<file path="config.mk">
export PLATFORM = sky130hd
export DESIGN_NAME = apb_mbox_slave_flat
export DESIGN_NICKNAME = d
export VERILOG_FILES = /design/src/rtl/apb_mbox_pkg.sv /design/src/rtl/apb_mbox_if.sv /design/src/rtl/apb_mbox_fifo.sv /design/src/rtl/apb_mbox_slave.sv /design/src/flat_wrapper.sv
export SDC_FILE = /design/constraint.sdc
export NUM_CORES = 1
export LEC_CHECK = 0
export BUFFER_PORTS_ARGS = -buffer_cell sky130_fd_sc_hd__buf_2
export CAP_MARGIN = 20
export CORE_MARGIN = 8
export CORE_UTILIZATION = 40
export CTS_CLUSTER_DIAMETER = 200
export DETAILED_ROUTE_END_ITERATION = 8
export HOLD_SLACK_MARGIN = 0.1
export PLACE_DENSITY = 0.62
export SLEW_MARGIN = 0
export SYNTH_ARGS = -nofsm -noshare
export SYNTH_HDL_FRONTEND = slang
export SYNTH_SLANG_ARGS = --single-unit
</file>
<file path="constraint.sdc">
create_clock -name PCLK -period 5.7 [get_ports PCLK]
set_input_delay 0 -clock PCLK [delete_from_list [all_inputs] [get_ports PCLK]]
set_output_delay 0 -clock PCLK [all_outputs]
set_load 0.005 [all_outputs]
</file>
<file path="src/rtl/apb_mbox_pkg.sv">
// apb_mbox_pkg
// Shared definitions for the APB mailbox slave: register byte offsets, bit
// positions inside STATUS/CTRL/ISR, field widths and the APB FSM state enum.
// No ports (package).
package apb_mbox_pkg;

    localparam int unsigned DATA_W  = 32;
    localparam int unsigned COUNT_W = 9;
    localparam int unsigned WAIT_W  = 4;

    // Register byte offsets; PADDR[1:0] is ignored when decoding
    localparam int unsigned OFF_DATA   = 32'h00;
    localparam int unsigned OFF_STATUS = 32'h04;
    localparam int unsigned OFF_CTRL   = 32'h08;
    localparam int unsigned OFF_ISR    = 32'h0C;

    // STATUS fields
    localparam int unsigned STATUS_EMPTY_BIT = 0;
    localparam int unsigned STATUS_FULL_BIT  = 1;
    localparam int unsigned STATUS_COUNT_LSB = 8;

    // CTRL fields
    localparam int unsigned CTRL_IE_BIT    = 0;
    localparam int unsigned CTRL_FLUSH_BIT = 1;
    localparam int unsigned CTRL_WAIT_LSB  = 4;

    // ISR fields
    localparam int unsigned ISR_OVF_BIT = 0;
    localparam int unsigned ISR_UNF_BIT = 1;
    localparam int unsigned ISR_NE_BIT  = 2;

    typedef enum logic {
        ST_IDLE,
        ST_ACCESS
    } apb_state_e;

endpackage

</file>
<file path="src/rtl/apb_mbox_if.sv">
// apb_mbox_if
// APB3 bus bundle between the bridge (master) and the mailbox (slave).
// Signals:
//   PSEL, PENABLE, PWRITE, PADDR[ADDR_WIDTH], PWDATA[32]  master -> slave
//   PRDATA[32], PREADY, PSLVERR                           slave -> master
// Modports: master, slave.
interface apb_mbox_if
    import apb_mbox_pkg::*;
#(
    parameter int ADDR_WIDTH = 8
);

    logic                  PSEL;
    logic                  PENABLE;
    logic                  PWRITE;
    logic [ADDR_WIDTH-1:0] PADDR;
    logic [DATA_W-1:0]     PWDATA;
    logic [DATA_W-1:0]     PRDATA;
    logic                  PREADY;
    logic                  PSLVERR;

    modport master (
        output PSEL, PENABLE, PWRITE, PADDR, PWDATA,
        input  PRDATA, PREADY, PSLVERR
    );

    modport slave (
        input  PSEL, PENABLE, PWRITE, PADDR, PWDATA,
        output PRDATA, PREADY, PSLVERR
    );

endinterface

</file>
<file path="src/rtl/apb_mbox_fifo.sv">
// apb_mbox_fifo
// DEPTH-entry, 32-bit synchronous FIFO backing the mailbox DATA register.
// Ports:
//   PCLK, PRESET      clock, synchronous active-high reset
//   push, wdata       enqueue wdata (ignored when full)
//   pop               dequeue head (ignored when empty)
//   flush             drop all entries (pointers and count cleared)
//   rdata             current head entry
//   empty, full       occupancy flags
//   count[9]          number of stored entries
module apb_mbox_fifo
    import apb_mbox_pkg::*;
#(
    parameter int DEPTH = 16
) (
    input  logic               PCLK,
    input  logic               PRESET,
    input  logic               push,
    input  logic               pop,
    input  logic               flush,
    input  logic [DATA_W-1:0]  wdata,
    output logic [DATA_W-1:0]  rdata,
    output logic               empty,
    output logic               full,
    output logic [COUNT_W-1:0] count
);

    localparam int PTR_W = (DEPTH > 1) ? $clog2(DEPTH) : 1;
    localparam logic [COUNT_W-1:0] FULL_COUNT = COUNT_W'(DEPTH);

    logic [DATA_W-1:0] mem [DEPTH];
    logic [PTR_W-1:0]  wptr;
    logic [PTR_W-1:0]  rptr;

    logic do_push;
    logic do_pop;

    assign empty = (count == '0);
    assign full  = (count == FULL_COUNT);
    assign rdata = mem[rptr];

    // Guard here as well so a misbehaving parent cannot corrupt the pointers
    assign do_push = push & ~full;
    assign do_pop  = pop & ~empty;

    // Storage carries no reset; only the pointers define which words are valid
    always_ff @(posedge PCLK) begin
        if (!PRESET && !flush && do_push) begin
            mem[wptr] <= wdata;
        end
    end

    // Pointers are PTR_W bits wide, so incrementing wraps modulo DEPTH
    always_ff @(posedge PCLK) begin
        if (PRESET || flush) begin
            wptr  <= '0;
            rptr  <= '0;
            count <= '0;
        end else begin
            if (do_push) begin
                wptr <= wptr + 1'b1;
            end
            if (do_pop) begin
                rptr <= rptr + 1'b1;
            end
            case ({do_push, do_pop})
                2'b10:   count <= count + 1'b1;
                2'b01:   count <= count - 1'b1;
                default: count <= count;
            endcase
        end
    end

endmodule

</file>
<file path="src/rtl/apb_mbox_slave.sv">
// apb_mbox_slave
// APB3 mailbox slave: a 32-bit FIFO behind a DATA register, with STATUS,
// CTRL (IE, FLUSH, WAIT) and ISR (OVF, UNF, NE) registers, programmable wait
// states and a level interrupt.
// Ports:
//   PCLK, PRESET   clock, synchronous active-high reset
//   bus            apb_mbox_if.slave (PSEL/PENABLE/PWRITE/PADDR/PWDATA in,
//                  PRDATA/PREADY/PSLVERR out)
//   INT            level interrupt, IE & (OVF | UNF | NE)
// Build option:
//   APB_MBOX_PSLVERR_EN  when defined, PSLVERR flags overflow pushes,
//                        underflow pops and unmapped accesses; otherwise
//                        PSLVERR is tied low.
module apb_mbox_slave
    import apb_mbox_pkg::*;
#(
    parameter int DEPTH      = 16,
    parameter int ADDR_WIDTH = 8,
    parameter int RESET_WAIT = 0
) (
    input  logic           PCLK,
    input  logic           PRESET,
    apb_mbox_if.slave      bus,
    output logic           INT
);

    apb_state_e          state;
    logic [WAIT_W-1:0]   wcnt;

    logic                ctrl_ie;
    logic [WAIT_W-1:0]   ctrl_wait;
    logic                isr_ovf;
    logic                isr_unf;

    logic [DATA_W-1:0]   fifo_rdata;
    logic                fifo_empty;
    logic                fifo_full;
    logic [COUNT_W-1:0]  fifo_count;

    logic [ADDR_WIDTH-1:0] addr_word;
    logic                hit_data;
    logic                hit_status;
    logic                hit_ctrl;
    logic                hit_isr;
    logic                mapped;

    logic                pready;
    logic                wr_done;
    logic                rd_done;
    logic                push;
    logic                pop;
    logic                flush;
    logic                ovf_evt;
    logic                unf_evt;
    logic                err_cond;
    logic                isr_w1c;
    logic [DATA_W-1:0]   rd_val;
    logic [1:0]          unused_addr_lsbs;

    // Address decode works on word addresses; the byte lane bits are ignored
    assign addr_word        = {bus.PADDR[ADDR_WIDTH-1:2], 2'b00};
    assign unused_addr_lsbs = bus.PADDR[1:0];
    assign hit_data         = (addr_word == ADDR_WIDTH'(OFF_DATA));
    assign hit_status       = (addr_word == ADDR_WIDTH'(OFF_STATUS));
    assign hit_ctrl         = (addr_word == ADDR_WIDTH'(OFF_CTRL));
    assign hit_isr          = (addr_word == ADDR_WIDTH'(OFF_ISR));
    assign mapped           = hit_data | hit_status | hit_ctrl | hit_isr;

    // PREADY is combinational so a zero-wait transfer completes in its first
    // access cycle; reset masks it so nothing can commit while PRESET is high
    assign pready  = ~PRESET & (state == ST_ACCESS) & bus.PSEL & bus.PENABLE
                   & (wcnt == '0);
    assign wr_done = pready & bus.PWRITE;
    assign rd_done = pready & ~bus.PWRITE;

    assign push    = wr_done & hit_data & ~fifo_full;
    assign ovf_evt = wr_done & hit_data & fifo_full;
    assign pop     = rd_done & hit_data & ~fifo_empty;
    assign unf_evt = rd_done & hit_data & fifo_empty;
    assign flush   = wr_done & hit_ctrl & bus.PWDATA[CTRL_FLUSH_BIT];
    assign isr_w1c = wr_done & hit_isr;

    assign err_cond = ovf_evt | unf_evt | (pready & ~mapped);

    apb_mbox_fifo #(
        .DEPTH (DEPTH)
    ) u_fifo (
        .PCLK   (PCLK),
        .PRESET (PRESET),
        .push   (push),
        .pop    (pop),
        .flush  (flush),
        .wdata  (bus.PWDATA),
        .rdata  (fifo_rdata),
        .empty  (fifo_empty),
        .full   (fifo_full),
        .count  (fifo_count)
    );

    // APB handshake FSM. The wait count is loaded at setup from the CTRL.WAIT
    // value current at that moment, so a CTRL write only affects later
    // transfers. Dropping PSEL in ACCESS abandons the transfer.
    always_ff @(posedge PCLK) begin
        if (PRESET) begin
            state <= ST_IDLE;
            wcnt  <= '0;
        end else begin
            case (state)
                ST_IDLE: begin
                    if (bus.PSEL && !bus.PENABLE) begin
                        state <= ST_ACCESS;
                        wcnt  <= ctrl_wait;
                    end
                end
                ST_ACCESS: begin
                    if (!bus.PSEL) begin
                        state <= ST_IDLE;
                    end else if (wcnt != '0) begin
                        wcnt <= wcnt - 1'b1;
                    end else if (bus.PENABLE) begin
                        state <= ST_IDLE;
                    end
                end
                default: begin
                    state <= ST_IDLE;
                end
            endcase
        end
    end

    // CTRL register; FLUSH is a pulse and is not stored
    always_ff @(posedge PCLK) begin
        if (PRESET) begin
            ctrl_ie   <= 1'b0;
            ctrl_wait <= WAIT_W'(RESET_WAIT);
        end else if (wr_done && hit_ctrl) begin
            ctrl_ie   <= bus.PWDATA[CTRL_IE_BIT];
            ctrl_wait <= bus.PWDATA[CTRL_WAIT_LSB +: WAIT_W];
        end
    end

    // Sticky error flags; a new event beats a simultaneous W1C clear
    always_ff @(posedge PCLK) begin
        if (PRESET) begin
            isr_ovf <= 1'b0;
            isr_unf <= 1'b0;
        end else begin
            isr_ovf <= (isr_ovf & ~(isr_w1c & bus.PWDATA[ISR_OVF_BIT])) | ovf_evt;
            isr_unf <= (isr_unf & ~(isr_w1c & bus.PWDATA[ISR_UNF_BIT])) | unf_evt;
        end
    end

    // Read data mux; an empty DATA read and unmapped reads return zero
    always_comb begin
        rd_val = '0;
        if (hit_data) begin
            rd_val = fifo_empty ? '0 : fifo_rdata;
        end else if (hit_status) begin
            rd_val[STATUS_EMPTY_BIT]             = fifo_empty;
            rd_val[STATUS_FULL_BIT]              = fifo_full;
            rd_val[STATUS_COUNT_LSB +: COUNT_W]  = fifo_count;
        end else if (hit_ctrl) begin
            rd_val[CTRL_IE_BIT]                  = ctrl_ie;
            rd_val[CTRL_WAIT_LSB +: WAIT_W]      = ctrl_wait;
        end else if (hit_isr) begin
            rd_val[ISR_OVF_BIT]                  = isr_ovf;
            rd_val[ISR_UNF_BIT]                  = isr_unf;
            rd_val[ISR_NE_BIT]                   = ~fifo_empty;
        end
    end

    assign bus.PREADY = pready;
    assign bus.PRDATA = rd_done ? rd_val : '0;

`ifdef APB_MBOX_PSLVERR_EN
    assign bus.PSLVERR = err_cond;
`else
    logic unused_err_cond;
    assign unused_err_cond = err_cond;
    assign bus.PSLVERR     = 1'b0;
`endif

    assign INT = ~PRESET & ctrl_ie & (isr_ovf | isr_unf | ~fifo_empty);

endmodule

</file>
<file path="src/flat_wrapper.sv">
// flat-port wrapper written by rule: the top's interface ports become plain ports
module apb_mbox_slave_flat import apb_mbox_pkg::*;
#(
    parameter int DEPTH      = 16,
    parameter int ADDR_WIDTH = 8,
    parameter int RESET_WAIT = 0
)
  (PCLK, PRESET, INT, bus_PSEL, bus_PENABLE, bus_PWRITE, bus_PADDR, bus_PWDATA, bus_PRDATA, bus_PREADY, bus_PSLVERR);
  apb_mbox_if #(.ADDR_WIDTH(ADDR_WIDTH)) bus_i ();
  input  logic PCLK;
  input  logic PRESET;
  output logic INT;
  input wire logic [$bits(bus_i.PSEL)-1:0] bus_PSEL;
  input wire logic [$bits(bus_i.PENABLE)-1:0] bus_PENABLE;
  input wire logic [$bits(bus_i.PWRITE)-1:0] bus_PWRITE;
  input wire logic [$bits(bus_i.PADDR)-1:0] bus_PADDR;
  input wire logic [$bits(bus_i.PWDATA)-1:0] bus_PWDATA;
  output wire logic [$bits(bus_i.PRDATA)-1:0] bus_PRDATA;
  output wire logic [$bits(bus_i.PREADY)-1:0] bus_PREADY;
  output wire logic [$bits(bus_i.PSLVERR)-1:0] bus_PSLVERR;
  assign bus_i.PSEL = bus_PSEL;
  assign bus_i.PENABLE = bus_PENABLE;
  assign bus_i.PWRITE = bus_PWRITE;
  assign bus_i.PADDR = bus_PADDR;
  assign bus_i.PWDATA = bus_PWDATA;
  assign bus_PRDATA = bus_i.PRDATA;
  assign bus_PREADY = bus_i.PREADY;
  assign bus_PSLVERR = bus_i.PSLVERR;
  apb_mbox_slave #(.DEPTH(DEPTH), .ADDR_WIDTH(ADDR_WIDTH), .RESET_WAIT(RESET_WAIT)) u_core (.PCLK(PCLK), .PRESET(PRESET), .bus(bus_i), .INT(INT));
endmodule
</file>
==> results.md <==
* Total wire length at approximately 48 mm
* Layout area overhead at 16.0%
* Cells after Synth at about 1,100
* Pin count of the biggest net entering global routing at 58
* Clock Sinks at about 550
* Ys async rst share at 0%
* Avg Synthesized Cell Area at around 20 um2
* Routed length per instance at approximately 24 um
* # IOs at 80
* FF-to-FF Start: u_core.state
* Post-DRT Antenna Nets at 0
* Status: completed
* Flop pwr share at a little under three fifths
* Gr usage total at between 10% and 20%
* Starting Density at between 40% and 50%
* Int Pwr at between 0.006 and 0.007 W
* Netlist cell types at 61
* Clock power frac at 43.7%
* Vias in the first global route at 11,395
* Post-CTS sizing at 0
* Post-CTS Setup Repair Bufs at 0
* H-tree depth at 2
* Worst Setup SP: u_core.state
* Ys Warns at 0
* Sw Share at approximately 20%
* RSZ-0062 raised after global routing: false
* Root Buffer: clkbuf_16
* CP endpoint kind: flop
* Reg2Reg Depth at 11
* Net Switching at roughly 0.0016 W
* Area contributors post-synth: edfxtp_1, mux4_2, dfxtp_1
* Leakage at between 7 and 8 nW
* Mapped Area at 21,800 um2
* FP Rows at 85
* CTS Buf Count at 56
* Slew margin rel. at approximately 29%
* DR vias at roughly 11,000
* Final hold violation count at 0
* Initial antenna violation count at 4
* F_max at between 0.2 and 0.25 GHz
* Clk buf depth at 3
* Flops & latches, synth at around 550
* First-pass GRT wire length at 72.6 mm
* Most frequent cells in the layout: edfxtp_1, mux4_2, buf_2, clkbuf_16, nor2_1
* R2R Setup Slk at 1.43 ns
* PwrDens at 315 nW/um2
* CTS tree: built
* Max FO, Critical Path at 21
* Buffers on Ports at 76
* Top-area cell type share of the netlist area at a little over two thirds
* CP endpoint: u_core.u_fifo.count[5]
* Maximum VDD drop at 0.000231 V
* Worst-skew pair later-pin latency at between 0.6 and 0.7 ns
* Top FF cell, synth: edfxtp_1
* Setup-failing EPs final at 0
* ANT cells at 0
* Comb power frac at about 1.3%
* Reg clk slew, reported paths at approximately 0.06 ns
* Syn nets at 1,140
* 1st-pass router iterations at 7
* Fin nets at between 1,000 and 1,500
* Area leader, netlist: edfxtp_1
* Post-synth EDFFs at approximately 510
* Number of max-cap violations at 0
* Fin Setup TNS at 0 ns
* CORE AREA at ~54,000 um2
* Clock Skew at roughly 0.019 ns
* Gr ovfl total at 0
* Routed vias/inst at around 5.5
* Slew Viols, Final at 0
* Seq/Total Area, Yosys at around 74%
* DIE WIDTH at between 200 and 250 um
* Share of layout cells above drive strength 1 at around 28%
* Post-DP HPWL at between 20 and 30 mm
* DIE AREA at 62,200 um2
* Non-filler instance count after layout at 1,966
* Crit path time final at 4.27 ns
* Most common cell after layout, fill and taps aside: edfxtp_1
* Worst Tran Pin Value at approximately 1.1 ns
* Routability Congestion at 0.804
* Setup Crit Path Kind: reg -> reg
* Total placed cells including tap cells at approximately 1,800
* Worst hold path type: in -> reg
* Die height at approximately 250 um
* Number of DRC markers in iteration 0 at roughly 940
* CP arrival at around 4.8 ns
* CP required at a little over 6 ns
* Crit Reg-Reg Endpoint: u_core.u_fifo.count[5]
* Tcrit/Tclk final at roughly three quarters
* Worst setup SP type: flop
* DRC viols at 0
-- Yosys cell counts, drive strengths merged (2+ instances only) --
cell type    n
o32ai        2
dfxtp       33
nor3b        6
o211ai       2
mux4       144
nor4         6
and3         3
ha           9
clkbuf      27
a22oi       16
and4b        2
xor2         7
o21ai        6
and2         2
a211oi      34
nor3         6
buf         37
mux2i       28
and4         3
nand4        6
xnor2        5
edfxtp     512
nand3        8
mux2         2
nand3b       3
a22o         3
nor2b       19
inv         14
nor2        71
nand2       24
or3          3
nand2b       5
a31oi        4
a31o         2
a21oi       15
-- worst min path at each step --
| stage | startpoint | endpoint | slack, ns | cells after the start |
|---|---|---|---|---|
| 2_1_floorplan | PRESET | INT | 0.03 | 1 |
| 3_3_place_gp | bus_PENABLE | u_core.state | 0.20 | 2 |
| 3_5_place_dp | bus_PENABLE | u_core.state | 0.21 | 2 |
| 4_1_cts | bus_PADDR[6] | u_core.isr_unf | 0.13 | 5 |
| 5_1_grt | bus_PADDR[6] | u_core.isr_unf | 0.22 | 5 |
| 6_report | bus_PADDR[6] | u_core.isr_unf | 0.18 | 5 |
-- state kept, by name, indices dropped and copies added, names as in the netlist, named ones only --
name                 count
u_core.ctrl_ie           1
u_core.isr_unf           1
u_core.u_fifo.count      9
u_core.u_fifo.mem      512
u_core.state             1
u_core.wcnt              4
u_core.u_fifo.wptr       4
u_core.u_fifo.rptr       4
u_core.ctrl_wait         4
u_core.isr_ovf           1
-- worst max-delay path: stages (launching register included) --
cell and delay [ns]:
dfxtp_1 0.58, and4b_1 0.41, and4_1 0.40, nand2_2 0.46, inv_2 0.32, ha_1 0.68, nor3b_1 0.46, a22o_1 0.23
a221oi_1 0.08, a211oi_1 0.31, xnor2_1 0.16, nor2_1 0.06
-- layout make-up --
cell class	instances	area (um2)
Fill cell	4481	28500
Clock buffer	70	1500
Timing Repair Buffer	143	1020
Tap cell	696	871
Inverter	14	52.6
Multi-Input combinational cell	463	5520
Sequential cell	545	16100
Clock inverter	35	256
-- power by group through the flow --
stage | Combinational (W) | Sequential [W] | Clock [W]
2_1_floorplan | 0.0000179 | 0.00446 | 0
3_3_place_gp | 0.0000784 | 0.00446 | 0
3_5_place_dp | 0.0000849 | 0.00446 | 0
4_1_cts | 0.000108 | 0.00437 | 0.00356
5_1_grt | 0.000119 | 0.00437 | 0.00371
6_report | 0.000107 | 0.00437 | 0.00347
-- metrics by stage --
stage	power, W	utilization (%)	area [um2]	hold slack (ns)	setup WS (ns)
5_1_grt	0.00820	46.9	25300	0.217	1.16
6_report	0.00795	46.9	25300	0.177	1.43
3_3_place_gp	0.00453	42.9	23100	0.201	1.64
2_1_floorplan	0.00448	-	21800	0.0332	2.29
4_1_cts	0.00803	46.9	25300	0.132	1.51
3_5_place_dp	0.00454	42.9	23100	0.213	1.51
-- logic make-up (layout without fill, tap and decap cells) --
family          Yosys count  after routing  synth area share [%]
other cells               1              1                0.0172
fa+ha+maj                 9              9                 0.517
xor+xnor                 12             12                 0.483
mux                     174            174                  16.3
buf+inv                  78            262                  1.59
simple gates            171            171                  4.19
compound gates           96             96                  3.29
flops                   545            545                  73.6
-- what timing repair did --
| action | in CTS | in global routing |
|---|---|---|
| endpoints found under the setup margin | 0 | 0 |
| hold buffers | 45 | 0 |
| endpoints found under the hold margin | 529 | 0 |
-- routing by layer --
layer	share of wire (%)	up-vias	GRT usage, %
met5	0.071	-	0
met4	1.6	6	3.50
met3	5.0	66	3.13
met2	49	289	25.3
met1	44	5759	20.7
li1	-	4770	-
(Power assumes the default switching activity.)
